$ cat config.mk
export PLATFORM = sky130hd
export DESIGN_NAME = baud_rate_generator
export DESIGN_NICKNAME = d
export VERILOG_FILES = /design/src/rtl/uart_pkg.sv /design/src/rtl/baud_tick_divider.sv /design/src/rtl/baud_rate_generator.sv
export SDC_FILE = /design/constraint.sdc
export NUM_CORES = 1
export LEC_CHECK = 0
export ABC_AREA = 1
export BUFFER_PORTS_ARGS = -buffer_cell sky130_fd_sc_hd__buf_4
export CAP_MARGIN = 5
export CELL_PAD_IN_SITES_DETAIL_PLACEMENT = 0
export CELL_PAD_IN_SITES_GLOBAL_PLACEMENT = 1
export CORE_ASPECT_RATIO = 1.25
export CORE_MARGIN = 8
export CORE_UTILIZATION = 49
export CTS_CLUSTER_DIAMETER = 40
export DETAILED_ROUTE_END_ITERATION = 8
export GPL_TIMING_DRIVEN = 1
export PLACE_DENSITY_LB_ADDON = 0.2
export SLEW_MARGIN = 10
export SYNTH_ARGS = -nofsm -noshare
export SYNTH_HDL_FRONTEND = slang
export SYNTH_HIERARCHICAL = 1
export SYNTH_SLANG_ARGS = --single-unit
$ cat constraint.sdc
create_clock -name clk -period 9.9 [get_ports clk]
set_input_delay 1.98 -clock clk [delete_from_list [all_inputs] [get_ports clk]]
set_output_delay 1.98 -clock clk [all_outputs]
set_load 0.1 [all_outputs]
$ cat src/rtl/uart_pkg.sv
// Shared UART definitions: baud-select encoding, rate lookup and frame constants.
package uart_pkg;

  localparam int unsigned BAUD_SEL_W    = 3;
  localparam int unsigned OVERSAMPLE    = 16;
  localparam int unsigned DATA_PARITY_W = 9;

  localparam logic [BAUD_SEL_W-1:0] BAUD_2400   = 3'd0;
  localparam logic [BAUD_SEL_W-1:0] BAUD_4800   = 3'd1;
  localparam logic [BAUD_SEL_W-1:0] BAUD_9600   = 3'd2;
  localparam logic [BAUD_SEL_W-1:0] BAUD_19200  = 3'd3;
  localparam logic [BAUD_SEL_W-1:0] BAUD_38400  = 3'd4;
  localparam logic [BAUD_SEL_W-1:0] BAUD_57600  = 3'd5;
  localparam logic [BAUD_SEL_W-1:0] BAUD_115200 = 3'd6;
  localparam logic [BAUD_SEL_W-1:0] BAUD_RSVD   = 3'd7;

  localparam logic [BAUD_SEL_W-1:0] BAUD_DEFAULT = BAUD_9600;

  // Bit rate in bit/s for a select code; the reserved code maps to 9600.
  function automatic int unsigned rate(input logic [BAUD_SEL_W-1:0] sel);
    int unsigned r;
    case (sel)
      BAUD_2400:   r = 32'd2400;
      BAUD_4800:   r = 32'd4800;
      BAUD_9600:   r = 32'd9600;
      BAUD_19200:  r = 32'd19200;
      BAUD_38400:  r = 32'd38400;
      BAUD_57600:  r = 32'd57600;
      BAUD_115200: r = 32'd115200;
      default:     r = 32'd9600;
    endcase
    return r;
  endfunction

endpackage

$ cat src/rtl/baud_tick_divider.sv
// Divides the oversampling tick by OVERSAMPLE to produce a registered 1x bit tick.
module baud_tick_divider
  import uart_pkg::*;
#(
  parameter int unsigned DIV = OVERSAMPLE
) (
  input  logic clk,
  input  logic rst_n,
  input  logic clear,
  input  logic tick,
  output logic bit_tick
);

  localparam int unsigned CNT_W = (DIV > 1) ? $clog2(DIV) : 1;
  localparam logic [CNT_W-1:0] CNT_LAST = CNT_W'(DIV - 1);

  logic [CNT_W-1:0] cnt;
  logic [CNT_W-1:0] cnt_d;
  logic             bit_tick_d;

  // Next count and bit tick; the pulse coincides with the tick that wraps the count.
  always_comb begin
    cnt_d      = cnt;
    bit_tick_d = 1'b0;
    if (clear) begin
      cnt_d = '0;
    end else if (tick) begin
      if (cnt == CNT_LAST) begin
        cnt_d      = '0;
        bit_tick_d = 1'b1;
      end else begin
        cnt_d = cnt + CNT_W'(1);
      end
    end
  end

  always_ff @(posedge clk or negedge rst_n) begin
    if (!rst_n) begin
      cnt      <= '0;
      bit_tick <= 1'b0;
    end else begin
      cnt      <= cnt_d;
      bit_tick <= bit_tick_d;
    end
  end

endmodule

$ cat src/rtl/baud_rate_generator.sv
// Phase-accumulator baud generator: 16x square wave, its rising-edge tick and a 1x bit tick.
module baud_rate_generator
  import uart_pkg::*;
#(
  parameter int unsigned CLK_FREQ   = 50000000,
  parameter int unsigned ACC_W      = 32,
  parameter int unsigned OVERSAMPLE = uart_pkg::OVERSAMPLE
) (
  input  logic                  clk,
  input  logic                  rst,
  input  logic                  enable,
  input  logic [BAUD_SEL_W-1:0] baudSelect,
  output logic                  baudRateOut,
  output logic                  baudTick,
  output logic                  bitTick
);

  localparam logic [ACC_W-1:0] CLK_LIMIT = ACC_W'(CLK_FREQ);

  // Elaboration checks: accumulator must hold 2*CLK_FREQ and every increment must stay below CLK_FREQ.
  if ($clog2(64'(CLK_FREQ) * 64'd2 + 64'd1) > ACC_W) begin : g_acc_too_narrow
    $fatal(1, "ACC_W too narrow to hold 2*CLK_FREQ");
  end

  for (genvar i = 0; i < (1 << BAUD_SEL_W); i++) begin : g_inc_check
    if (64'(2) * 64'(OVERSAMPLE) * 64'(rate(BAUD_SEL_W'(i))) >= 64'(CLK_FREQ)) begin : g_bad
      $fatal(1, "baud increment not below CLK_FREQ");
    end
  end

  function automatic logic [ACC_W-1:0] inc_of(input logic [BAUD_SEL_W-1:0] sel);
    return ACC_W'(64'(2) * 64'(OVERSAMPLE) * 64'(rate(sel)));
  endfunction

  logic [BAUD_SEL_W-1:0] active_sel;
  logic [BAUD_SEL_W-1:0] sel_d;
  logic [ACC_W-1:0]      acc;
  logic [ACC_W-1:0]      acc_d;
  logic [ACC_W-1:0]      inc_active;
  logic [ACC_W-1:0]      inc_new;
  logic [ACC_W-1:0]      sum;
  logic                  wrap;
  logic                  sel_change;
  logic                  out_d;
  logic                  tick_c;
  logic                  clear_c;

  assign inc_active = inc_of(active_sel);
  assign inc_new    = inc_of(baudSelect);
  assign sum        = acc + inc_active;
  assign wrap       = (sum >= CLK_LIMIT);
  assign sel_change = (baudSelect != active_sel);

  // The select-latch cycle counts as the first running cycle of the new rate.
  always_comb begin
    sel_d   = active_sel;
    acc_d   = acc;
    out_d   = baudRateOut;
    tick_c  = 1'b0;
    clear_c = 1'b0;
    if (sel_change) begin
      sel_d = baudSelect;
    end
    if (!enable) begin
      acc_d   = '0;
      out_d   = 1'b0;
      clear_c = 1'b1;
    end else if (sel_change) begin
      acc_d   = inc_new;
      out_d   = 1'b0;
      clear_c = 1'b1;
    end else if (wrap) begin
      acc_d  = sum - CLK_LIMIT;
      out_d  = ~baudRateOut;
      tick_c = ~baudRateOut;
    end else begin
      acc_d = sum;
    end
  end

  always_ff @(posedge clk or negedge rst) begin
    if (!rst) begin
      active_sel  <= BAUD_DEFAULT;
      acc         <= '0;
      baudRateOut <= 1'b0;
      baudTick    <= 1'b0;
    end else begin
      active_sel  <= sel_d;
      acc         <= acc_d;
      baudRateOut <= out_d;
      baudTick    <= tick_c;
    end
  end

  baud_tick_divider #(
    .DIV (OVERSAMPLE)
  ) u_tick_divider (
    .clk      (clk),
    .rst_n    (rst),
    .clear    (clear_c),
    .tick     (tick_c),
    .bit_tick (bitTick)
  );

endmodule

==> Yosys cells after proc, flatten, opt, wreduce, memory -nomap -nowiden <==
Index checks and enable logic that the tools add are counted.
{ "op_classes": {"n_shift": 0, "bitwise_logic": 1, "n_div": 0, "eq_ne": 13, "n_mul": 0, "n_reduce_logical": 3, "order_cmp": 1, "add_sub_neg": 3, "n_mux": 19} }
{ "op_table": {"columns": ["operator", "count"], "rows": [
  ["$pmux W17 S6", 2],
  ["$mux W32", 3],
  ["$add A32 B32 Y32", 1],
  ["$ge A32 B26 Y1 const B", 1],
  ["$sub A32 B26 Y32 const B", 1],
  ["$eq A3 B3 Y1 const B", 6],
  ["$mux W4", 3],
  ["$mux W1", 11],
  ["$eq A3 B1 Y1 const B", 2],
  ["$eq A3 B2 Y1 const B", 2],
  ["$logic_not A3 Y1", 2],
  ["$add A4 B1 Y4 const B", 1],
  ["$eq A4 B4 Y1 const B", 1],
  ["$ne A3 B1 Y1 const B", 1],
  ["$ne A3 B3 Y1", 1],
  ["$reduce_bool A2 Y1", 1],
  ["$not A1 Y1", 1]
]} }
{ "word_totals": {"input_bits": 6, "ram_bits": 0, "mem_bits_ro": 0, "latch_bits": 0, "word_cells": 46, "output_inout_bits": 3, "mem_count": 0, "register_bits": 42} }

==> Depth between registers and ports, before layout <==
{ "depth": {"ltp_word": 9, "ltp_mapped": 30, "ltp_nobuf": 29} }

==> By module <==
The synthesis kept the hierarchy.
{ "by_module_without_submodules": {"columns": ["mod", "cells_per_inst", "area_each_um2", "seq_area_each_um2", "n_inst"], "rows": [
  ["baud_rate_generator", 570, 3434.5, 752.0, 1],
  ["baud_tick_divider", 27, 245.2, 125.1, 1]
]} }

==> Worst setup path after synthesis <==
OpenSTA, ideal clock, no wires.
{ "synth_path": {"kind": "input to register", "from": "input baudSelect[1]", "to": "register u_tick_divider.cnt[3]", "stages": 12, "t_required_ns": 9.835, "n_path_buf": 1, "slack_ns": 6.267, "t_arrival_ns": 3.568, "setup_ns": 0.065, "cell_sequence": "clkbuf_1 -> xnor2_1 -> nand3_1 -> nor2_1 -> nand2_1 -> nor2_1 -> inv_1 -> nor2_2 -> nand2_1 -> inv_1 -> nand2_1 -> nand2_1"} }
{ "synth_between": {"elab_chain_len": 4, "word_cells_on_any_way": 7, "classes_between": "eq/ne (1); mux (5); reduce/logical (1)"} }
{ "synth_lines": {"columns": ["item", "line_no", "rtl"], "rows": [
  ["start, declared", "baud_rate_generator.sv:12", "input logic [BAUD_SEL_W-1:0] baudSelect,"],
  ["$ne A3 B3 Y1", "baud_rate_generator.sv:52", "assign sel_change = (baudSelect != active_sel);"],
  ["$mux W1", "baud_rate_generator.sv:68", "end else if (sel_change) begin"],
  ["$mux W1", "baud_rate_generator.sv:64", "if (!enable) begin"],
  ["net tick_c", "baud_rate_generator.sv:45", "logic tick_c;"],
  ["$reduce_bool A2 Y1 (no source line)", null, null],
  ["end signal, assigned", "baud_tick_divider.sv:42", "cnt <= cnt_d;"],
  ["end, declared", "baud_tick_divider.sv:17", "logic [CNT_W-1:0] cnt;"]
]} }
The timed path passes the listed nets, and every way through them passes these cells.
A chain may end at the register's enable or synchronous reset.

==> Worst setup path in the final report <==
{ "layout_path": {"from": "register active_sel[1]", "to": "register u_tick_divider.cnt[3]"} }
{ "layout_between": {"elab_chain_len": 8, "word_cells_on_any_way": 17, "classes_between": "add/sub (1); order compare (1); eq/ne (6); mux (7); reduce/logical (2)"} }
{ "layout_lines": {"columns": ["item", "line_no", "rtl"], "rows": [
  ["start, declared", "baud_rate_generator.sv:35", "logic [BAUD_SEL_W-1:0] active_sel;"],
  ["start signal, assigned", "baud_rate_generator.sv:88", "active_sel <= sel_d;"],
  ["$eq A3 B3 Y1, or another cell as far along", "uart_pkg.sv:22", "case (sel)"],
  ["$pmux W17 S6", "uart_pkg.sv:22", null],
  ["$add A32 B32 Y32", "baud_rate_generator.sv:50", "assign sum = acc + inc_active;"],
  ["$ge A32 B26 Y1", "baud_rate_generator.sv:51", "assign wrap = (sum >= CLK_LIMIT);"],
  ["$mux W1", "baud_rate_generator.sv:72", "end else if (wrap) begin"],
  ["$mux W1 *", "baud_rate_generator.sv:68", null],
  ["$mux W1 *", "baud_rate_generator.sv:64", null],
  ["net tick_c", "baud_rate_generator.sv:45", null],
  ["$reduce_bool A2 Y1 (no source line) *", null, null]
]} }
Mark *: on every way through the listed nets, which the timed path passes. The rest lies on a longest branch.

==> results.md <==
- Root Driver: clkbuf_8
- CTS sink cnt: 35
- Effective utilization at floorplan: roughly half
- Synthesized Nets: 618
- H-Tree Level Count: 2
- Pwr Density: 117 nW/um^2
- Mapped Area: between 3000 and 4000 sq um
- Top Ports: 9
- Crit path time final: around 4200 ps
- Filler cell count: 747
- Area after DPL: between 3000 and 4000 sq um
- Slew margin rel.: 30.9%
- Critical R2R Capture: u_tick_divider/cnt[3]
- Outcome: finished, final reports clean
- Synth Area per Inst: 6.16 sq um
- Num CTS Buffers: 5
- Asr flop ratio synth: 100%
- Leak: slightly above 0.002 uW
- Clock buffer depth: 2
- CP required: 10130 ps
- Main synth FF type: dfrtp_1
- Layout cell share with drive strength beyond 1: 13.3%
- Routability cong.: 0.850
- First-pass GRT wire length: 15200 microns
- Ant diodes: 0
- Final period util: 42.2%
- Final cell utilization of the core: 53.7%
- FF-to-FF Start: active_sel[1]
- Final setup vio count: 0
- DR vias: 3563
- Total track usage: around 18%
- Antenna violations before repair: 0
- Synth Instances: 597
- Drt total wl: roughly 9000 microns
- Die area: 10600 sq um
- Pin count of the biggest net entering global routing: 38
- Area delta synth->final: 6.73%
- Num rows: 35
- Crit-path slowest cell: dfstp_2
- Worst path most repeated cell: nand2_1
- Setup repair bufs after CTS: 0
- Cell count along the critical path: 25
- Number of max-cap violations: 0
- Reg2reg setup slack: 5720 ps
- Most frequent cells in the layout: nand2_1 (195), inv_1 (86), nor2_1 (53)
- Skew final: approximately 5.1 ps
- Die span in x: 93.5 microns
- CP max stage delay: about 600 ps
- Fin nets: between 600 and 700
- Crit path to: u_tick_divider/cnt[3]
- Post-layout instance area: 3930 sq um
- Crit Path Class: flop to flop
- WP data arrival: around 4400 ps
- Detailed Place HPWL: 7440 microns
- Initial DRC count: approximately 190
- Crit Path Max Fanout: 37
- Hold_buf cts: 0
- Clk pin slew, worst setup/hold paths: 80 ps
- R2R depth: 25
- IO buf count: 8
- Later-pin clock latency in the skew report: ~290 ps
- RSZ-0062 raised after global routing: false
- CTS tree: done
- CP startpoint: active_sel[1]
- Worst slew pin tran: 1030 ps
- Fmax: 239 MHz
- Post-cts sizing count: 0
- Top post-synthesis cells by area: dfrtp_1 (23%), nand2_1 (20%), inv_1 (8.8%)
- Final hold violation count: 0
- CP delay by family, top: simple AND/OR/NAND/NOR gates
- Worst setup SP type: flop
- Remaining global-route overflow: 0
- Share of the synthesized area in the top cell type: between 20% and 30%
- Die Ht: around 110 microns
- Yosys reg bits: 35
- Maximum VDD drop: ~0.000095 V
- Post-DR vias/cell: 5.13
- Setup TNS Final: 0 ps
- Worst hold path class: flop to flop
- Seq/Total Area, Yosys: 23.8%
- Commonest non-fill, non-tap cell in the layout: nand2_1
- DRC viols: 0
- Post-synth EDFFs: 0
- Vias in the first global route: about 3300
- Routed len/inst: 13.2 microns
- Core area: 7310 sq um
- Drt pass-1 iters: 7
- Critical path capture point type: flop
- Routed Antenna Nets: 0
- Dominant cell type by area after synthesis: dfrtp_1
- Max-slew violations: 0
- Distinct cells, synth: 38
- Bufs and invs on worst path: 3
- Synth warnings: 6
-- kinds of logic (layout without fill, tap and decap cells) --
| group | count (synthesis) | count (layout) | synth area share (%) |
|---|---|---|---|
| AND/OR/NAND/NOR | 375 | 375 | 47.6 |
| adder cells (fa/ha/maj) | 15 | 15 | 5.30 |
| buffers and inverters | 103 | 108 | 11.1 |
| AO/OA/AOI/OAI | 54 | 54 | 8.57 |
| flip-flops | 35 | 35 | 23.8 |
| XOR/XNOR | 15 | 15 | 3.57 |
-- state kept, by name, indices dropped and copies added, names as in the netlist --
| signal | flops |
|---|---|
| acc | 25 |
| u_tick_divider/cnt | 4 |
| active_sel | 3 |
| baudRateOut | 1 |
| baudTick | 1 |
| u_tick_divider/bit_tick | 1 |
-- power breakdown --
part | internal [uW] | switching (uW)
Combinational | 51.3 | 103
Sequential | 148 | 2.92
Clock | 100 | 55.0
Total | 300 | 161
-- area by class of cell --
class | instances | area [sq um] | share of cell area, %
multi-input cells | 459 | 2390 | 60.9
flip-flops and latches | 35 | 877 | 22.3
inverters | 92 | 345 | 8.79
well taps | 92 | 115 | 2.93
clock buffers | 5 | 68.8 | 1.75
clock inverters | 3 | 67.6 | 1.72
repair buffers | 8 | 60.1 | 1.53
-- routing by layer --
metal / track usage [%] / part of all wire, % / wire length (microns) / up-vias
li1: - / - / - / 1883
met1: 23.3 / 48 / 4360 / 1589
met2: 30.0 / 47 / 4280 / 77
met3: 1.85 / 3.3 / 301 / 14
met4: 6.03 / 2.2 / 204 / 0
met5: 0 / 0 / 0 / -
-- worst register-to-register path, stage by stage (launching register included) --
cell     delay, ps
dfstp_2        600
inv_1           80
nor3_1         240
nor2_1         110
nand2_1        130
nand2_1        100
ha_1           370
a21oi_1        230
nand3_1        110
nand2_2        110
nand2_1        150
nor2_1         120
nand2_1         90
nand2_1         90
nand2_2        100
a21oi_4        170
nand3_4        110
nand2_4        310
nand2_1        180
nor2_1         280
inv_1          110
nor2_2         110
nand2_1         80
inv_1           50
nand2_1         40
nand2_1         50
-- Yosys cell counts, types with 2 or more instances --
library cell / instances
o31ai_1: 2
nand2_1: 195
nand2_4: 4
nor2_4: 5
a21boi_1: 5
inv_1: 86
nand3_2: 8
ha_1: 14
a21oi_1: 23
and2_1: 2
xor2_1: 8
nor2_1: 53
nand3_1: 51
dfrtp_1: 34
or2_2: 2
o21ai_1: 11
buf_6: 3
o211ai_1: 2
o21ai_0: 6
nand4_1: 10
xnor2_1: 7
inv_2: 6
clkbuf_1: 8
nand3b_1: 3
nand2_2: 27
nor2_2: 7
nor3_1: 4
-- metrics by stage --
stage,cells,setup slack [ps],hold WS (ps),total power [uW]
finish,694,5720,490,461
global route,694,5260,499,491
CTS,694,5730,493,464
detailed placement,686,5510,482,307
global placement,686,5620,479,305
floorplan,597,6270,448,273
-- worst min-delay path by stage --
stage	from	end	slack, ps	cells past startpoint
3_3_place_gp	acc[7]	acc[7]	480	1
5_1_grt	acc[7]	acc[7]	500	1
6_report	acc[7]	acc[7]	490	1
4_1_cts	acc[7]	acc[7]	490	1
2_1_floorplan	acc[7]	acc[7]	450	1
3_5_place_dp	acc[7]	acc[7]	480	1
No activity file was read; power rests on OpenSTA's default activity.
